$ cat config.mk
export PLATFORM = sky130hd
export DESIGN_NAME = if_fetch_ctrl
export DESIGN_NICKNAME = d
export VERILOG_FILES = /design/src/rtl/if_fetch_ctrl.sv
export SDC_FILE = /design/constraint.sdc
export NUM_CORES = 1
export LEC_CHECK = 0
export ABC_AREA = 0
export ABC_CLOCK_PERIOD_IN_PS = 4500
export CAP_MARGIN = 40
export CORE_ASPECT_RATIO = 1.5
export CORE_MARGIN = 8
export CORE_UTILIZATION = 53
export CTS_BUF_LIST = sky130_fd_sc_hd__clkbuf_4 sky130_fd_sc_hd__clkbuf_8
export DETAILED_ROUTE_END_ITERATION = 10
export PLACE_DENSITY = 0.82
export SLEW_MARGIN = 20
export SYNTH_ARGS = -nofsm -noshare
export SYNTH_HDL_FRONTEND = slang
export SYNTH_SLANG_ARGS = --single-unit
$ cat constraint.sdc
create_clock -name i_clk -period 4.5 [get_ports i_clk]
set_clock_uncertainty 0.1 [all_clocks]
set_input_delay 0.675 -clock i_clk [delete_from_list [all_inputs] [get_ports i_clk]]
set_output_delay 0.675 -clock i_clk [all_outputs]
set_load 0.02 [all_outputs]
$ cat src/rtl/if_fetch_ctrl.sv
// if_fetch_ctrl: IF-stage fetch sequencer owning the PC, one outstanding imem request and a 2-entry skid buffer
module if_fetch_ctrl #(
    parameter logic [31:0] RESET_PC = 32'h0000_0000
) (
    input  logic        i_clk,
    input  logic        i_rst_n,
    output logic        o_imem_req,
    output logic [31:0] o_imem_addr,
    input  logic [31:0] i_imem_rdata,
    input  logic        i_redirect,
    input  logic [31:0] i_redirect_pc,
    input  logic        i_halt,
    output logic        o_valid,
    output logic [31:0] o_instr,
    output logic [31:0] o_pc,
    input  logic        i_ready
);
    typedef enum logic [1:0] {BOOT, RUN, HALT} state_e;
    state_e      state_q;
    logic [31:0] fpc_q, fpc_d, infl_pc_q, infl_pc_d;
    logic        infl_q, infl_d;
    logic [1:0]  cnt_q, cnt_d, cnt_pop;
    logic [63:0] e0_q, e0_d, e1_q, e1_d, ret;
    logic        pop, push;
    assign pop         = (cnt_q != 2'd0) && i_ready && !i_redirect;
    assign push        = infl_q && !i_redirect;
    assign cnt_pop     = cnt_q - {1'b0, pop};
    assign o_imem_req  = (state_q == RUN) && !i_halt && !i_redirect &&
                         ({1'b0, cnt_pop} + {2'b0, infl_q} < 3'd2);
    assign o_imem_addr = fpc_q;
    assign o_valid     = cnt_q != 2'd0;
    assign o_pc        = e0_q[63:32];
    assign o_instr     = e0_q[31:0];
    assign ret         = {infl_pc_q, i_imem_rdata};
    // Entries at or beyond cnt are kept zero so the head reads 0 when empty
    always_comb begin
        fpc_d     = i_redirect ? (i_redirect_pc & ~32'd3) : o_imem_req ? fpc_q + 32'd4 : fpc_q;
        infl_d    = o_imem_req;
        infl_pc_d = o_imem_req ? fpc_q : infl_pc_q;
        cnt_d     = i_redirect ? 2'd0 : cnt_pop + {1'b0, push};
        e0_d      = i_redirect ? 64'd0 : (push && cnt_pop == 2'd0) ? ret : pop ? e1_q : e0_q;
        e1_d      = i_redirect ? 64'd0 : (push && cnt_pop == 2'd1) ? ret : pop ? 64'd0 : e1_q;
    end
    always_ff @(posedge i_clk or negedge i_rst_n) begin
        if (!i_rst_n) begin
            state_q   <= BOOT;
            fpc_q     <= RESET_PC;
            infl_q    <= 1'b0;
            infl_pc_q <= 32'd0;
            cnt_q     <= 2'd0;
            e0_q      <= 64'd0;
            e1_q      <= 64'd0;
        end else begin
            state_q   <= i_halt ? HALT : RUN;
            fpc_q     <= fpc_d;
            infl_q    <= infl_d;
            infl_pc_q <= infl_pc_d;
            cnt_q     <= cnt_d;
            e0_q      <= e0_d;
            e1_q      <= e1_d;
        end
    end
    assert property (@(posedge i_clk) disable iff (!i_rst_n) !(push && cnt_pop == 2'd2));
endmodule

==> results of run 1 <==
==> worst max-delay path: stages, from the launching register on <==
cell and delay (ns):
dfrtp_1 0.39, or2_2 0.34, nand2_1 0.12, nor2_4 0.04, ha_1 0.30, nor2b_1 0.11
or4_2 0.68, inv_1 0.12, clkdlybuf4s50_1 0.61
==> area by class of cell <==
type	count	area (um2)	area share, %
clock buffers	18	241.5	2.294
inverters	8	30.03	0.2852
flip-flops and latches	191	4780	45.40
clock inverters	14	172.7	1.640
multi-input cells	639	3248	30.85
repair buffers	178	1803	17.12
well taps	203	254.0	2.412
==> power by group <==
part | leakage (uW) | switching (uW) | internal, uW
combinational | 0.00201 | 249 | 201
clock | 0.000206 | 663 | 478
sequential | 0.00257 | 113 | 1820
==> worst min-delay path by stage <==
stage,slack [ns],startpoint,endpoint
3_3_place_gp,0.37,infl_pc_q[27],e1_q[59]
3_5_place_dp,0.38,infl_pc_q[26],e1_q[58]
6_report,0.03,i_rst_n,o_imem_addr[30]
5_1_grt,0.02,i_rst_n,o_imem_addr[27]
2_1_floorplan,0.28,i_rst_n,cnt_q[0]
4_1_cts,0.02,i_rst_n,o_imem_addr[30]
==> logic make-up after synthesis <==
group	Yosys count	share of synthesized area, %
other	1	0.04524
adder cells (fa/ha/maj)	2	0.3018
AO/OA/AOI/OAI	185	14.43
AND/OR/NAND/NOR	443	23.14
flip-flops	191	57.66
multiplexers	4	0.4830
buffers and inverters	76	3.623
XOR/XNOR	3	0.3170
==> stage by stage <==
stage	cell area [um2]	utilization (%)	total power [uW]	setup WS, ns
after CTS	10500	67.82	3553	0.5036
after detailed placement	10090	65.14	2414	0.5572
after floorplan	8293	-	2154	0.6083
after global routing	10530	67.99	3683	0.3938
after global placement	10050	64.88	2397	0.5853
final	10530	67.99	3527	0.5581
==> synthesized netlist by cell type <==
cell type  count  area share [%]
nand2_1      299              14
dfrtp_1      191              58
o21ai_0       83             5.0
nand3_1       76             4.6
a22oi_1       64             5.8
clkbuf_1      59             2.7
nor2_1        13            0.59
a221o_1       11             1.3
a21oi_1        8            0.48
inv_1          8            0.36
nand4_1        8            0.60
nor2b_1        8            0.60
nor3_1         6            0.36
nor4_1         6            0.45
o211ai_1       6            0.54
o311ai_0       6            0.63
and3_1         5            0.38
nand2b_1       5            0.38
mux2i_1        4            0.48
buf_1          3            0.14
buf_2          3            0.18
buf_4          3            0.27
nand3b_1       3            0.27
nor3b_1        3            0.27
or4_1          3            0.27
a21o_1         2            0.18
ha_1           2            0.30
o31ai_1        2            0.18
or3_1          2            0.15
or4_4          2            0.27
xnor2_1        2            0.21
a31oi_1        1           0.076
and2_1         1           0.076
conb_1         1           0.045
nand4_2        1            0.15
o21bai_1       1           0.091
o31a_1         1            0.11
or2_2          1           0.076
or3b_2         1            0.11
xor2_1         1            0.11
==> registers in the layout, summed over array words and instances, names as in the netlist <==
register     flops
state_q          2
e1_q            63
cnt_q            2
e0_q            63
o_imem_addr     30
infl_pc_q       30
infl_q           1
==> routing by layer <==
metal  track usage [%]  routed length, um  vias to the layer above
met2             33.70              10480                      214
met5                 0                  0                        -
met3             4.429               1102                       23
met1             27.52               8941                     3359
li1                  -                  -                     3382
met4             6.264                344                        0
==> flow_summary.json, run 1 <==
{
  "outcome": "completed",
  "drv_slew": 0,
  "crit_start": "cnt_q[1]",
  "io_buffers": 162,
  "syn_to_final_growth_pct": 27.02,
  "r2r-start": "cnt_q[1]",
  "die_x_um": 118.1,
  "wl_per_cell_um": 16.68,
  "finalCriticalPeriod_ns": 3.942,
  "worstSetupPathType": "flip-flop to output port",
  "end_kind": "output port",
  "first_iter_violations": 614,
  "synthCells": 905,
  "p_leak_uw": 0.004784,
  "worst_skew_pair.late_latency_ns": 0.46,
  "synthesis.area_um2": 8289,
  "rows": 56,
  "antenna_left": 0,
  "power_density_nw_per_um2": 334.9,
  "num_io_pins": 167,
  "yosys_warnings": 0,
  "final.fill_count": 1246,
  "final_common_cell": "nand2_1",
  "start_util_pct": 53.53,
  "grt_pass1_wl_um": 34420,
  "drc": 0,
  "vias_per_cell": 5.578,
  "syn_area_per_cell_um2": 9.159,
  "drive_gt1_share_pct": 5.916,
  "place.detailed.hpwl_um": 13440,
  "coreArea_um2": 15480,
  "tightest_slew_ns": 0.7402,
  "h-tree-depth": 4,
  "vdd_drop_max_mv": 0.2697,
  "endpoint": "o_imem_req",
  "ff2ff_setup_slack_ns": 0.98,
  "gp_congestion": 0.8392,
  "post_cts_buffers": 0,
  "grt_max_degree": 84,
  "grt_pass1_vias": 6724,
  "setup-violations-final": 0,
  "die_h_um": 169.2,
  "cap_violations": 0,
  "holdWs_ns": 0.02742,
  "clkTransAtPathRegs_ns": 0.11,
  "cts_hold_buffers": 0,
  "root_buffer": "clkbuf_8",
  "first_pass_iters": 5,
  "synth_cell_types": 40,
  "required_ns": 3.72,
  "track_usage_pct": 20.78,
  "crit_arrival_ns": 3.17,
  "rsz0062_at_grt": "false",
  "period_share_pct": 87.60,
  "numCtsBuffers": 17,
  "mostFrequentLayoutCells": "nand2_1, dfrtp_1, clkdlybuf4s50_1, o21ai_0, nand3_1",
  "antenna_found_initial": 0,
  "cts_buffer_depth": 2,
  "crit_fanout": 5,
  "diodes": 0,
  "slew_headroom_pct": 50.66,
  "gr-total-overflow": 0,
  "min_path_type": "input port to asynchronous set/reset pin",
  "hold_viol_final": 0,
  "wl_um": 20870,
  "stdcell_count": 1251,
  "dp.cells": 1218,
  "die-area_um2": 19980,
  "fmax_mhz": 253.7,
  "setup_tns_ns": 0,
  "nets": 1106,
  "cts_resized": 0,
  "synth.yosys.seq_area_share_pct": 57.66,
  "ys_ff_latch": 191,
  "cts_num_sinks": 191,
  "cts_tree": "built",
  "r2r.worst_path.cells": 11,
  "rr_endpoint": "o_imem_addr[17]",
  "vias": 6978,
  "start_kind": "flip-flop"
}
Note: power is estimated with default switching activity, not from simulation.
==> run 2, diff against run 1 <==
--- a/config.mk
+++ b/config.mk
@@ -13,8 +13,8 @@
 export CORE_UTILIZATION = 53
 export CTS_BUF_LIST = sky130_fd_sc_hd__clkbuf_4 sky130_fd_sc_hd__clkbuf_8
 export DETAILED_ROUTE_END_ITERATION = 10
+export MAX_ROUTING_LAYER = met4
 export PLACE_DENSITY = 0.82
-export SLEW_MARGIN = 20
 export SYNTH_ARGS = -nofsm -noshare
 export SYNTH_HDL_FRONTEND = slang
 export SYNTH_SLANG_ARGS = --single-unit
==> run 2 against run 1 <==
Routed wire length is 0.29% higher. Register-to-register slack hardly changed. Combinational power is 0.9% lower.
==> flow_summary.json, run 2 (synthesized netlist as in run 1, its figures left out) <==
{
  "required_ns": 3.72,
  "drive_gt1_share_pct": 5.826,
  "stdcell_count": 1250,
  "finalCriticalPeriod_ns": 3.933,
  "coreArea_um2": 15480,
  "crit_slowest_cell": "or4_2",
  "rsz0062_at_grt": "false",
  "cap_violations": 0,
  "final_common_cell": "nand2_1",
  "worstSetupPathType": "flip-flop to output port",
  "first_pass_iters": 5,
  "period_share_pct": 87.41,
  "fin_util_pct": 67.53,
  "worstPathCellList": "or2_2 -> nand2_1 -> nor2_4 -> ha_1 -> nor2b_1 -> or4_2 -> inv_1 -> clkdlybuf4s50_1",
  "min_path_type": "input port to asynchronous set/reset pin",
  "track_usage_pct": 21.48,
  "slew_headroom_pct": 44.60,
  "place.detailed.hpwl_um": 13470,
  "fmax_mhz": 254.2,
  "setup_tns_ns": 0,
  "antenna_found_initial": 0,
  "ff2ff_setup_slack_ns": 0.98,
  "dp.cells": 1218,
  "grt_pass1_wl_um": 34580,
  "vdd_drop_max_mv": 0.1974,
  "h-tree-depth": 4,
  "num_io_pins": 167,
  "path_buf_inv": 2,
  "worst_skew_pair.late_latency_ns": 0.44,
  "cts_tree": "built",
  "die_x_um": 118.1,
  "die_h_um": 169.2,
  "nets": 1105,
  "cts_num_sinks": 191,
  "cts_buffer_depth": 2,
  "p_leak_uw": 0.004756,
  "tightest_slew_ns": 0.8310,
  "grt_max_degree": 84,
  "reg_top3": "e0_q x63, e1_q x63",
  "io_buffers": 162,
  "wl_per_cell_um": 16.74,
  "vias_per_cell": 5.639,
  "r2r-start": "cnt_q[1]",
  "post_cts_buffers": 0,
  "numCtsBuffers": 17,
  "final.fill_count": 1266,
  "path_delay_family": "simple AND/OR/NAND/NOR gates",
  "start_util_pct": 53.53,
  "first_iter_violations": 626,
  "diodes": 0,
  "cpPeakStageDelay_ns": 0.67,
  "grt_pass1_vias": 6797,
  "crit_arrival_ns": 3.16,
  "cts_resized": 0,
  "end_kind": "output port",
  "syn_to_final_growth_pct": 26.16,
  "gr-total-overflow": 0,
  "drv_slew": 0,
  "vias": 7049,
  "drc": 0,
  "hold_viol_final": 0,
  "wl_um": 20930,
  "antenna_left": 0,
  "gp_congestion": 0.8504,
  "multi_input_area_um2": 3248,
  "clkTransAtPathRegs_ns": 0.10,
  "rr_endpoint": "o_imem_addr[15]",
  "power_density_nw_per_um2": 328.8,
  "mostFrequentLayoutCells": "nand2_1, dfrtp_1, clkdlybuf4s50_1, o21ai_0, nand3_1",
  "outcome": "completed",
  "rows": 56,
  "die-area_um2": 19980,
  "setup-violations-final": 0,
  "cts_hold_buffers": 0,
  "ff_latch_area_um2": 4780,
  "crit_fanout": 5,
  "start_kind": "flip-flop",
  "r2r.worst_path.cells": 11,
  "root_buffer": "clkbuf_8"
}
-- run 2: cell types whose count changed in the layout (fill, tap and decap cells not counted) --
cell / delta
buf_2: -1
buf_16: -1
buf_4: +1
clkbuf_8: +1
clkinv_8: -3
clkinv_2: +3
bufinv_16: -1
inv_8: +1
clkbuf_4: -1
-- run 2: layer usage --
layer / up-vias / global-route usage, % / wire length [um]
li1: 3377 / - / -
met1: 3422 / 27.84 / 9052
met2: 229 / 34.29 / 10570
met3: 21 / 3.630 / 987
met4: 0 / 6.040 / 319
met5: - / - / 0
-- run 2: report_power, final --
part           total, uW  switching (uW)  internal [uW]
combinational        446             249            197
sequential          1940             115           1820
clock               1060             637            419
-- run 2: stage by stage --
stage | worst slack, ns | hold slack [ns] | total power, uW | instance area (um2)
global route | 0.4171 | 0.04984 | 3595 | 10460
detailed placement | 0.5320 | 0.3776 | 2415 | 10090
floorplan | 0.6083 | 0.2794 | 2154 | 8293
CTS | 0.5247 | 0.03145 | 3469 | 10460
finish | 0.5668 | 0.04647 | 3438 | 10460
global placement | 0.5853 | 0.3692 | 2397 | 10050
-- run 2: worst register-to-register path, cell delays in order, from the launching register on --
cell	delay [ns]
dfrtp_1	0.39
or2_2	0.34
nand2_1	0.13
nor2_4	0.04
ha_1	0.30
nor2b_1	0.10
or4_2	0.67
inv_1	0.13
buf_4	0.45
nand2_1	0.33
o21ai_0	0.24
o311ai_0	0.16
-- run 2: how the worst max path moves through the flow --
stage | startpoint | endpoint | slack [ns] | cells past startpoint
after global placement | i_ready | o_imem_addr[22] | 0.59 | 11
final | cnt_q[1] | o_imem_req | 0.57 | 8
after floorplan | i_redirect | o_imem_req | 0.61 | 10
after CTS | cnt_q[1] | o_imem_req | 0.52 | 8
after detailed placement | i_ready | o_imem_addr[15] | 0.53 | 11
after global routing | cnt_q[1] | o_imem_req | 0.42 | 8
-- run 2: final cells by class --
type,instances,share of cell area (%)
timing repair buffer,177,17.00
tap,203,2.429
multi-input combinational,639,31.06
clock buffer,18,2.369
inverter,8,0.2872
sequential,191,45.70
clock inverter,14,1.149
==> run 3, diff against run 2 <==
--- a/config.mk
+++ b/config.mk
@@ -15,6 +15,7 @@
 export DETAILED_ROUTE_END_ITERATION = 10
 export MAX_ROUTING_LAYER = met4
 export PLACE_DENSITY = 0.82
+export SETUP_SLACK_MARGIN = 0.2
 export SYNTH_ARGS = -nofsm -noshare
 export SYNTH_HDL_FRONTEND = slang
 export SYNTH_SLANG_ARGS = --single-unit
==> results of run 3 <==
The final DEF is identical to that of run 2; final timing and power are the same.
